**src/rtl/ps2_pkg.sv**
```systemverilog
// Shared PS/2 constants and frame helpers for the keyboard display path.
package ps2_pkg;

  localparam int FRAME_LEN = 11;
  localparam int CNT_W     = 4;

  localparam logic FRAME_START = 1'b0;
  localparam logic FRAME_STOP  = 1'b1;

  // Key-release prefix, consumed by the downstream decoder stage.
  localparam logic [7:0] BREAK_CODE = 8'hF0;

  typedef logic [7:0]           scan_code_t;
  typedef logic [FRAME_LEN-2:0] frame_bits_t;

  // bits[0] = start, bits[8:1] = byte, bits[9] = parity; stop_bit is the live sample.
  function automatic logic frame_valid(input frame_bits_t bits, input logic stop_bit);
    return (bits[0] == FRAME_START) && (stop_bit == FRAME_STOP) && (^bits[9:1]);
  endfunction

endpackage

```
**src/rtl/ps2_rx_fifo_if.sv**
```systemverilog
// Scan-code handshake between the PS/2 receiver FIFO and its consumer.
interface ps2_rx_fifo_if;
  import ps2_pkg::*;

  scan_code_t data;
  logic       ready;
  logic       nextdata_n;

  modport master (output data, output ready, input nextdata_n);
  modport slave  (input data, input ready, output nextdata_n);
endinterface

```
**src/rtl/ps2_byte_fifo.sv**
```systemverilog
// Byte FIFO with extra-MSB pointers; push while full is accepted only alongside a pop.
module ps2_byte_fifo
  import ps2_pkg::*;
#(
  parameter int DEPTH = 8,
  parameter int PTR_W = 3
) (
  input  logic       clk,
  input  logic       rst,
  input  logic       push,
  input  scan_code_t din,
  input  logic       pop,
  output scan_code_t dout,
  output logic       empty,
  output logic       full
);

  logic [PTR_W:0] w_ptr;
  logic [PTR_W:0] r_ptr;
  scan_code_t     mem [DEPTH];
  logic           do_pop;
  logic           do_push;

  assign empty   = (w_ptr == r_ptr);
  assign full    = (w_ptr[PTR_W] != r_ptr[PTR_W]) &&
                   (w_ptr[PTR_W-1:0] == r_ptr[PTR_W-1:0]);
  assign do_pop  = pop && !empty;
  assign do_push = push && (!full || do_pop);
  assign dout    = mem[r_ptr[PTR_W-1:0]];

  // NOTE: the memory sits inside the reset branch on purpose so data reads 8'h00
  // after reset; this costs a reset net on every entry instead of a plain RAM.
  always_ff @(posedge clk) begin
    if (rst) begin
      w_ptr <= '0;
      r_ptr <= '0;
      for (int i = 0; i < DEPTH; i++) mem[i] <= '0;
    end else begin
      if (do_push) begin
        mem[w_ptr[PTR_W-1:0]] <= din;
        w_ptr                 <= w_ptr + 1'b1;
      end
      if (do_pop) r_ptr <= r_ptr + 1'b1;
    end
  end

endmodule

```
**src/rtl/ps2_rx_fifo.sv**
```systemverilog
// PS/2 pin synchronizer, 11-bit deframer with timeout, and scan-code FIFO front end.
module ps2_rx_fifo
  import ps2_pkg::*;
#(
  parameter int FIFO_DEPTH  = 8,
  parameter int PTR_W       = 3,
  parameter int TIMEOUT_CYC = 5000
) (
  input  logic          clk,
  input  logic          rst,
  input  logic          ps2_clk,
  input  logic          ps2_data,
  ps2_rx_fifo_if.master bus,
  output logic          overflow,
  output logic          frame_err
);

  localparam int TO_W = $clog2(TIMEOUT_CYC + 1);

  logic [2:0]       clk_sync;
  logic [1:0]       data_sync;
  logic             fall;
  logic             sample;

  logic [CNT_W-1:0] cnt;
  frame_bits_t      bits;
  logic [TO_W-1:0]  tcnt;

  logic             push_q;
  logic             err_q;
  scan_code_t       byte_q;
  logic             empty;
  logic             full;

  // clk_sync[1] is the synchronized level, clk_sync[2] its one-cycle history.
  assign fall   = clk_sync[2] && !clk_sync[1];
  assign sample = data_sync[1];

  // NOTE: all state below uses non-blocking assignments so every flop samples
  // the pre-edge values of its neighbours, independent of statement order.
  always_ff @(posedge clk) begin
    if (rst) begin
      clk_sync  <= '0;
      data_sync <= '0;
    end else begin
      clk_sync  <= {clk_sync[1:0], ps2_clk};
      data_sync <= {data_sync[0], ps2_data};
    end
  end

  always_ff @(posedge clk) begin
    if (rst) begin
      cnt    <= '0;
      bits   <= '0;
      tcnt   <= '0;
      push_q <= 1'b0;
      err_q  <= 1'b0;
      byte_q <= '0;
    end else begin
      push_q <= 1'b0;
      err_q  <= 1'b0;
      if (fall) begin
        tcnt <= '0;
        if (cnt == CNT_W'(FRAME_LEN - 1)) begin
          cnt    <= '0;
          byte_q <= bits[8:1];
          if (frame_valid(bits, sample)) push_q <= 1'b1;
          else                           err_q  <= 1'b1;
        end else begin
          bits[cnt] <= sample;
          cnt       <= cnt + 1'b1;
        end
      end else if (tcnt == TO_W'(TIMEOUT_CYC)) begin
        // Stalled mid-frame: drop the partial frame silently.
        cnt  <= '0;
        tcnt <= '0;
      end else if (cnt != '0) begin
        tcnt <= tcnt + 1'b1;
      end
    end
  end

  // Full implies non-empty, so a low nextdata_n here is a real pop freeing a slot.
  always_ff @(posedge clk) begin
    if (rst)                                     overflow <= 1'b0;
    else if (push_q && full && bus.nextdata_n)   overflow <= 1'b1;
  end

  assign frame_err = err_q;
  assign bus.ready = !empty;

  ps2_byte_fifo #(
    .DEPTH (FIFO_DEPTH),
    .PTR_W (PTR_W)
  ) u_fifo (
    .clk   (clk),
    .rst   (rst),
    .push  (push_q),
    .din   (byte_q),
    .pop   (!bus.nextdata_n),
    .dout  (bus.data),
    .empty (empty),
    .full  (full)
  );

endmodule

```
**src/flat_wrapper.sv**
```systemverilog
// flat-port wrapper written by rule: the top's interface ports become plain ports
module ps2_rx_fifo_flat import ps2_pkg::*;
#(
  parameter int FIFO_DEPTH  = 8,
  parameter int PTR_W       = 3,
  parameter int TIMEOUT_CYC = 5000
)
  (clk, rst, ps2_clk, ps2_data, overflow, frame_err, bus_data, bus_ready, bus_nextdata_n);
  ps2_rx_fifo_if bus_i ();
  input  logic clk;
  input  logic rst;
  input  logic ps2_clk;
  input  logic ps2_data;
  output logic overflow;
  output logic frame_err;
  output wire logic [$bits(bus_i.data)-1:0] bus_data;
  output wire logic [$bits(bus_i.ready)-1:0] bus_ready;
  input wire logic [$bits(bus_i.nextdata_n)-1:0] bus_nextdata_n;
  assign bus_data = bus_i.data;
  assign bus_ready = bus_i.ready;
  assign bus_i.nextdata_n = bus_nextdata_n;
  ps2_rx_fifo #(.FIFO_DEPTH(FIFO_DEPTH), .PTR_W(PTR_W), .TIMEOUT_CYC(TIMEOUT_CYC)) u_core (.clk(clk), .rst(rst), .ps2_clk(ps2_clk), .ps2_data(ps2_data), .bus(bus_i), .overflow(overflow), .frame_err(frame_err));
endmodule
```
**config.mk**
```make
export PLATFORM = sky130hd
export DESIGN_NAME = ps2_rx_fifo_flat
export DESIGN_NICKNAME = d
export VERILOG_FILES = /design/src/rtl/ps2_pkg.sv /design/src/rtl/ps2_rx_fifo_if.sv /design/src/rtl/ps2_byte_fifo.sv /design/src/rtl/ps2_rx_fifo.sv /design/src/flat_wrapper.sv
export SDC_FILE = /design/constraint.sdc
export NUM_CORES = 1
export LEC_CHECK = 0
export ABC_AREA = 0
export BUFFER_PORTS_ARGS = -buffer_cell sky130_fd_sc_hd__buf_2
export CAP_MARGIN = 20
export CORE_UTILIZATION = 66
export DETAILED_ROUTE_END_ITERATION = 16
export PLACE_DENSITY = 0.89
export SYNTH_ARGS = -nofsm -noshare
export SYNTH_HDL_FRONTEND = slang
export SYNTH_SLANG_ARGS = --single-unit
```
**constraint.sdc**
```tcl
create_clock -name clk -period 4.3 [get_ports clk]
set_clock_uncertainty 0.05 [all_clocks]
set_input_delay 0.43 -clock clk [delete_from_list [all_inputs] [get_ports clk]]
set_output_delay 0.43 -clock clk [all_outputs]
set_load 0.005 [all_outputs]
```
======== Yosys cells after proc, flatten, opt, wreduce, memory -nomap -nowiden ========
Memories as Yosys holds them, arrays and structs flattened. A register that Yosys moved wholly into a read port is not among the register bits.
Index checks and enable logic that the tools add are counted.
operators by class
  $add $sub $neg .......................... 4
  magnitude comparators ................... 2
  equality and inequality tests ........... 5
  multiplexer cells ....................... 18
  bitwise logic cells ..................... 3
  reductions and logical operators ........ 22
operators with widths
  cell                     count
  $add A13 B1 Y13 const B  1
  $eq A13 B13 Y1 const B   1
  $add A4 B1 Y4 const B    3
  $mux W4                  3
  $bwmux W10               1
  $logic_and A1 B1 Y1      9
  $mux W1                  9
  $mux W3                  3
  $reduce_xor A9 Y1        1
  $mux W8                  1
  $reduce_or A8 Y1         1
  $reduce_or A3 Y1         2
  $lt A4 B5 Y1 const B     1
  $demux W1 S4             1
  $eq A4 B4 Y1             1
  $eq A4 B4 Y1 const B     1
  $ge A4 B1 Y1 const B     1
  $logic_not A1 Y1         4
  $reduce_and A2 Y1        2
  $reduce_bool A4 Y1       1
  $eq A3 B3 Y1             1
  $not A1 Y1               3
  $reduce_bool A2 Y1       1
  $logic_or A1 B1 Y1       1
  $ne A1 B1 Y1             1
storage, ports and cells
  register bits after elaboration ......... 51
  bits in writable memories ............... 64
  input bits .............................. 5
  output and inout bits ................... 11
  word-level logic and storage cells ...... 66
  memories ................................ 1
memory list
  memory             words  width  rd ports  clocked after Yosys merged registers in  write ports  RTL line             RTL
  u_core.u_fifo.mem  8      8      1         1                                        8            ps2_byte_fifo.sv:20  scan_code_t mem [DEPTH];

======== Longest topological paths before layout ========
  word-level depth ........................ 10
  gate-level depth with buffers ........... 7

======== By module ========
Synthesis repeated with hierarchy kept, for this count alone.
unflattened totals
  cells, all modules ...................... 496
  area total of the unflattened synthesis .. 5466.5 um^2
modules (own cells, without submodules)
  module         times used  cells an instance  area each (um^2)  sequential area each (um^2)
  ps2_byte_fifo  1           270                3542.1            2142.1
  ps2_rx_fifo    1           226                1924.3            860.8

======== Worst setup path after synthesis ========
Ideal clock, no wire load.
  kind .................................... reg2out
  start point ............................. register (tool-made name)
  end point ............................... output port bus_data[0]
  arrival time ............................ 1603 ps
  slack ................................... 2217 ps
  stages on the path, launching flop included .. 5
  path buffers ............................ 2
  cell sequence ........................... dfxtp_1 -> buf_2 -> buf_2 -> mux4_2 -> mux2_2
RTL lines
  element    RTL line            RTL
  to (decl)  flat_wrapper.sv:16  output wire logic [$bits(bus_i.data)-1:0] bus_data;

==> flow_summary.toml <==
[sta]
period_share = 0.656
layout_min_cycle_time_ns = 2.82
finalSetupViolCount = 0
setup_ws_ns = 1.48
max-slew-margin-rel = 0.419
timing.setup.tns_ns = 0
tightest_slew_ns = 0.871
max_freq_ghz = 0.355
hold_violations = 0
slew_viol_final = 0
worst_hold_slack_ns = 0.0738
rsz0062_at_grt = "false"

[drt]
routed_wl_mm = 11.3
antenna_left = 0
dr.pass1.iters = 5
drc_errors = 0
vias_per_cell = 6.07
via_count = 3434
first_iter_violations = 253
wl_per_cell_um = 20.0

[hold_path]
hold_path_class = "in2reg"

[pwr]
clock_power_share = 0.543
power_switching_mw = 0.566
p_sw_frac = 0.202
seq_power_share = 0.438
worst_ir_drop_vdd_mv = 0.300
p_leak_nw = 2.29
powerDensity_nw_per_um2 = 463
pwr-share-comb = 0.020
intPower_mw = 2.24

[setup_path]
endpoint_kind = "primary output"
arrival_ns = 2.34
required_ns = 3.82
worst-path-max-fanout = 10
cp-start-kind = "register"
crit_type = "reg2out"

[floorplanning]
die-height_um = 91.3
die_x_um = 91.3
die-area_um2 = 8330
rows = 32
start_util = 0.681
ios = 16
core_area_um2 = 7730

[synth]
synth_ff_type = "edfxtp_1"
synth_xor_area_frac = 0.0492
muxShareOfSynthArea = 0.122
ys_warn_count = 0
synth_nets = 439
synth_edf_count = 64
synth-compound-area-share = 0.0297
synth-async-reset-ratio = 0
mappedNetlistArea_um2 = 5260
synthSimpleGateAreaFrac = 0.200
yosysSeqAreaShare = 0.571
synth_top_family_by_area = "simple AND/OR/NAND/NOR gates"
yosys_register_bits = 118
synthCells = 430
synthAdderAreaFrac = 0.00951
ys_types = 47
avgSynthCellArea_um2 = 12.2

[final_layout]
regArea_um2 = 3000
final_layout_size_suffix_gt1_frac = 0.188
nets = 460
fillers = 401
multiInputGateArea_um2 = 2160
syn_to_final_growth_pct = 15.2
stdcell_area_um2 = 6060
n_antenna_cell = 0

[global_routing]
overflow = 0
grt_pass1_vias = 3464
grt_use_total = 0.294
antenna_found_initial = 0
grt_max_degree = 48
grt_pass1_wl_mm = 17.9

[place]
gp_congestion = 0.801
hpwl_mm = 6.88
placed_area_um2 = 5400
pre_cts_ws_ns = 1.62
io_buffers = 15

[cts]
clock_latency_ns = 0.53
cts-buffers-inserted = 17
cts_buffer_depth = 2
root_buffer = "clkbuf_8"
htree_levels = 4
clock_sinks = 118
post_cts_resized = 0
hold_buffers = 0
post_cts_buffers = 0
clkTransAtPathRegs_ns = 0.06
tritoncts = "yes"

[run_status]
status = "finished clean"

[job]
maxCapViolations = 0
synth_stat cells (2+ instances only):
cell	instances	area, µm²
nand4_1	6	37.5
nor4_1	2	12.5
nor2_1	48	180
dfxtp_1	54	1080
clkbuf_1	9	33.8
nand2b_1	2	12.5
o211ai_1	2	15.0
or2_1	2	12.5
xor2_1	8	70.1
buf_2	6	30.0
inv_1	6	22.5
o21ai_0	7	35.0
nand3_1	9	45.0
and3_1	2	12.5
nor3b_1	2	15.0
nor3_1	8	40.0
nor2b_1	11	68.8
edfxtp_1	64	1920
nor3_2	4	40.0
mux2_2	8	90.1
ha_1	4	50.1
mux2i_1	19	190
xnor2_1	19	166
and2_1	64	400
or2_2	2	12.5
nand2_1	18	67.6
mux4_2	16	360
a21oi_1	9	45.0
area by class of cell:
class	instances	share of cell area
multi-input combinational	289	0.356
clock buffer	18	0.0689
tap	102	0.0211
sequential	118	0.495
inverter	6	0.00372
timing repair buffer	19	0.0173
clock inverter	14	0.0372
state kept, by name, indices dropped and copies added (netlist names), 2 cells and up, named ones only:
register and flops:
u_core.tcnt 13, u_core.data_sync 2, u_core.u_fifo.mem 64, u_core.clk_sync 3, u_core.bits 10, u_core.u_fifo.r_ptr 4
u_core.byte_q 8, u_core.u_fifo.w_ptr 4, u_core.cnt 4
cell families (layout without fill, tap and decap cells):
family          after synthesis  after routing
xor+xnor                     28             28
flops                       118            118
mux                          43             43
buf+inv                      23             57
fa+ha+maj                     4              4
compound gates               25             25
simple gates                189            189
stage by stage:
step                power, mW  utilization  cells
floorplan                1.28            -    430
global placement         1.30        0.697    530
detailed placement       1.30        0.699    532
CTS                      2.81        0.782    564
global route             2.87        0.784    566
finish                   2.81        0.784    566
layout by cell type (no fill, tap or decap), types with 7 or more instances in the layout:
cell type  count
mux2_2         8
mux4_2        16
buf_2         18
nor2_1        48
edfxtp_1      64
nor2b_1       11
nand3_1        9
mux2i_1       19
nor3_1         8
dfxtp_1       54
clkbuf_16     16
o21ai_0        7
and2_1        64
nand2_1       18
a21oi_1        9
xor2_1         8
xnor2_1       19
power by group through the flow:
| stage | combinational [mW] | clock [mW] | sequential [mW] |
|---|---|---|---|
| after floorplan | 0.0400 | 0 | 1.24 |
| after global placement | 0.0494 | 0 | 1.25 |
| after detailed placement | 0.0530 | 0 | 1.25 |
| after CTS | 0.0537 | 1.53 | 1.23 |
| after global routing | 0.0585 | 1.58 | 1.23 |
| final | 0.0549 | 1.52 | 1.23 |
worst max-delay path, stage by stage (launching register included):
cell     delay, ns
dfxtp_1       0.62
buf_8         0.23
mux4_2        0.54
mux2_2        0.29
buf_2         0.12
layer usage:
metal / vias to the layer above / GRT usage / share of wire / wire, µm
li1: 1563 / - / - / -
met1: 1702 / 0.359 / 0.41 / 4660
met2: 140 / 0.487 / 0.51 / 5760
met3: 29 / 0.0729 / 0.056 / 633
met4: 0 / 0.151 / 0.025 / 282
met5: - / 0 / 0 / 0
worst paths after layout:
| kind | start | endpoint | slack [ns] | cells after the start |
|---|---|---|---|---|
| max | register | bus_data[6] | 1.48 | 4 |
| min reg2reg | u_core.clk_sync[0] | u_core.clk_sync[1] | 0.40 | 1 |
| min | ps2_data | u_core.data_sync[0] | 0.07 | 2 |
| max reg2reg | u_core.u_fifo.w_ptr[2] | u_core.u_fifo.mem[3][2] | 1.84 | 5 |
Note: power is estimated with default switching activity, not from simulation.
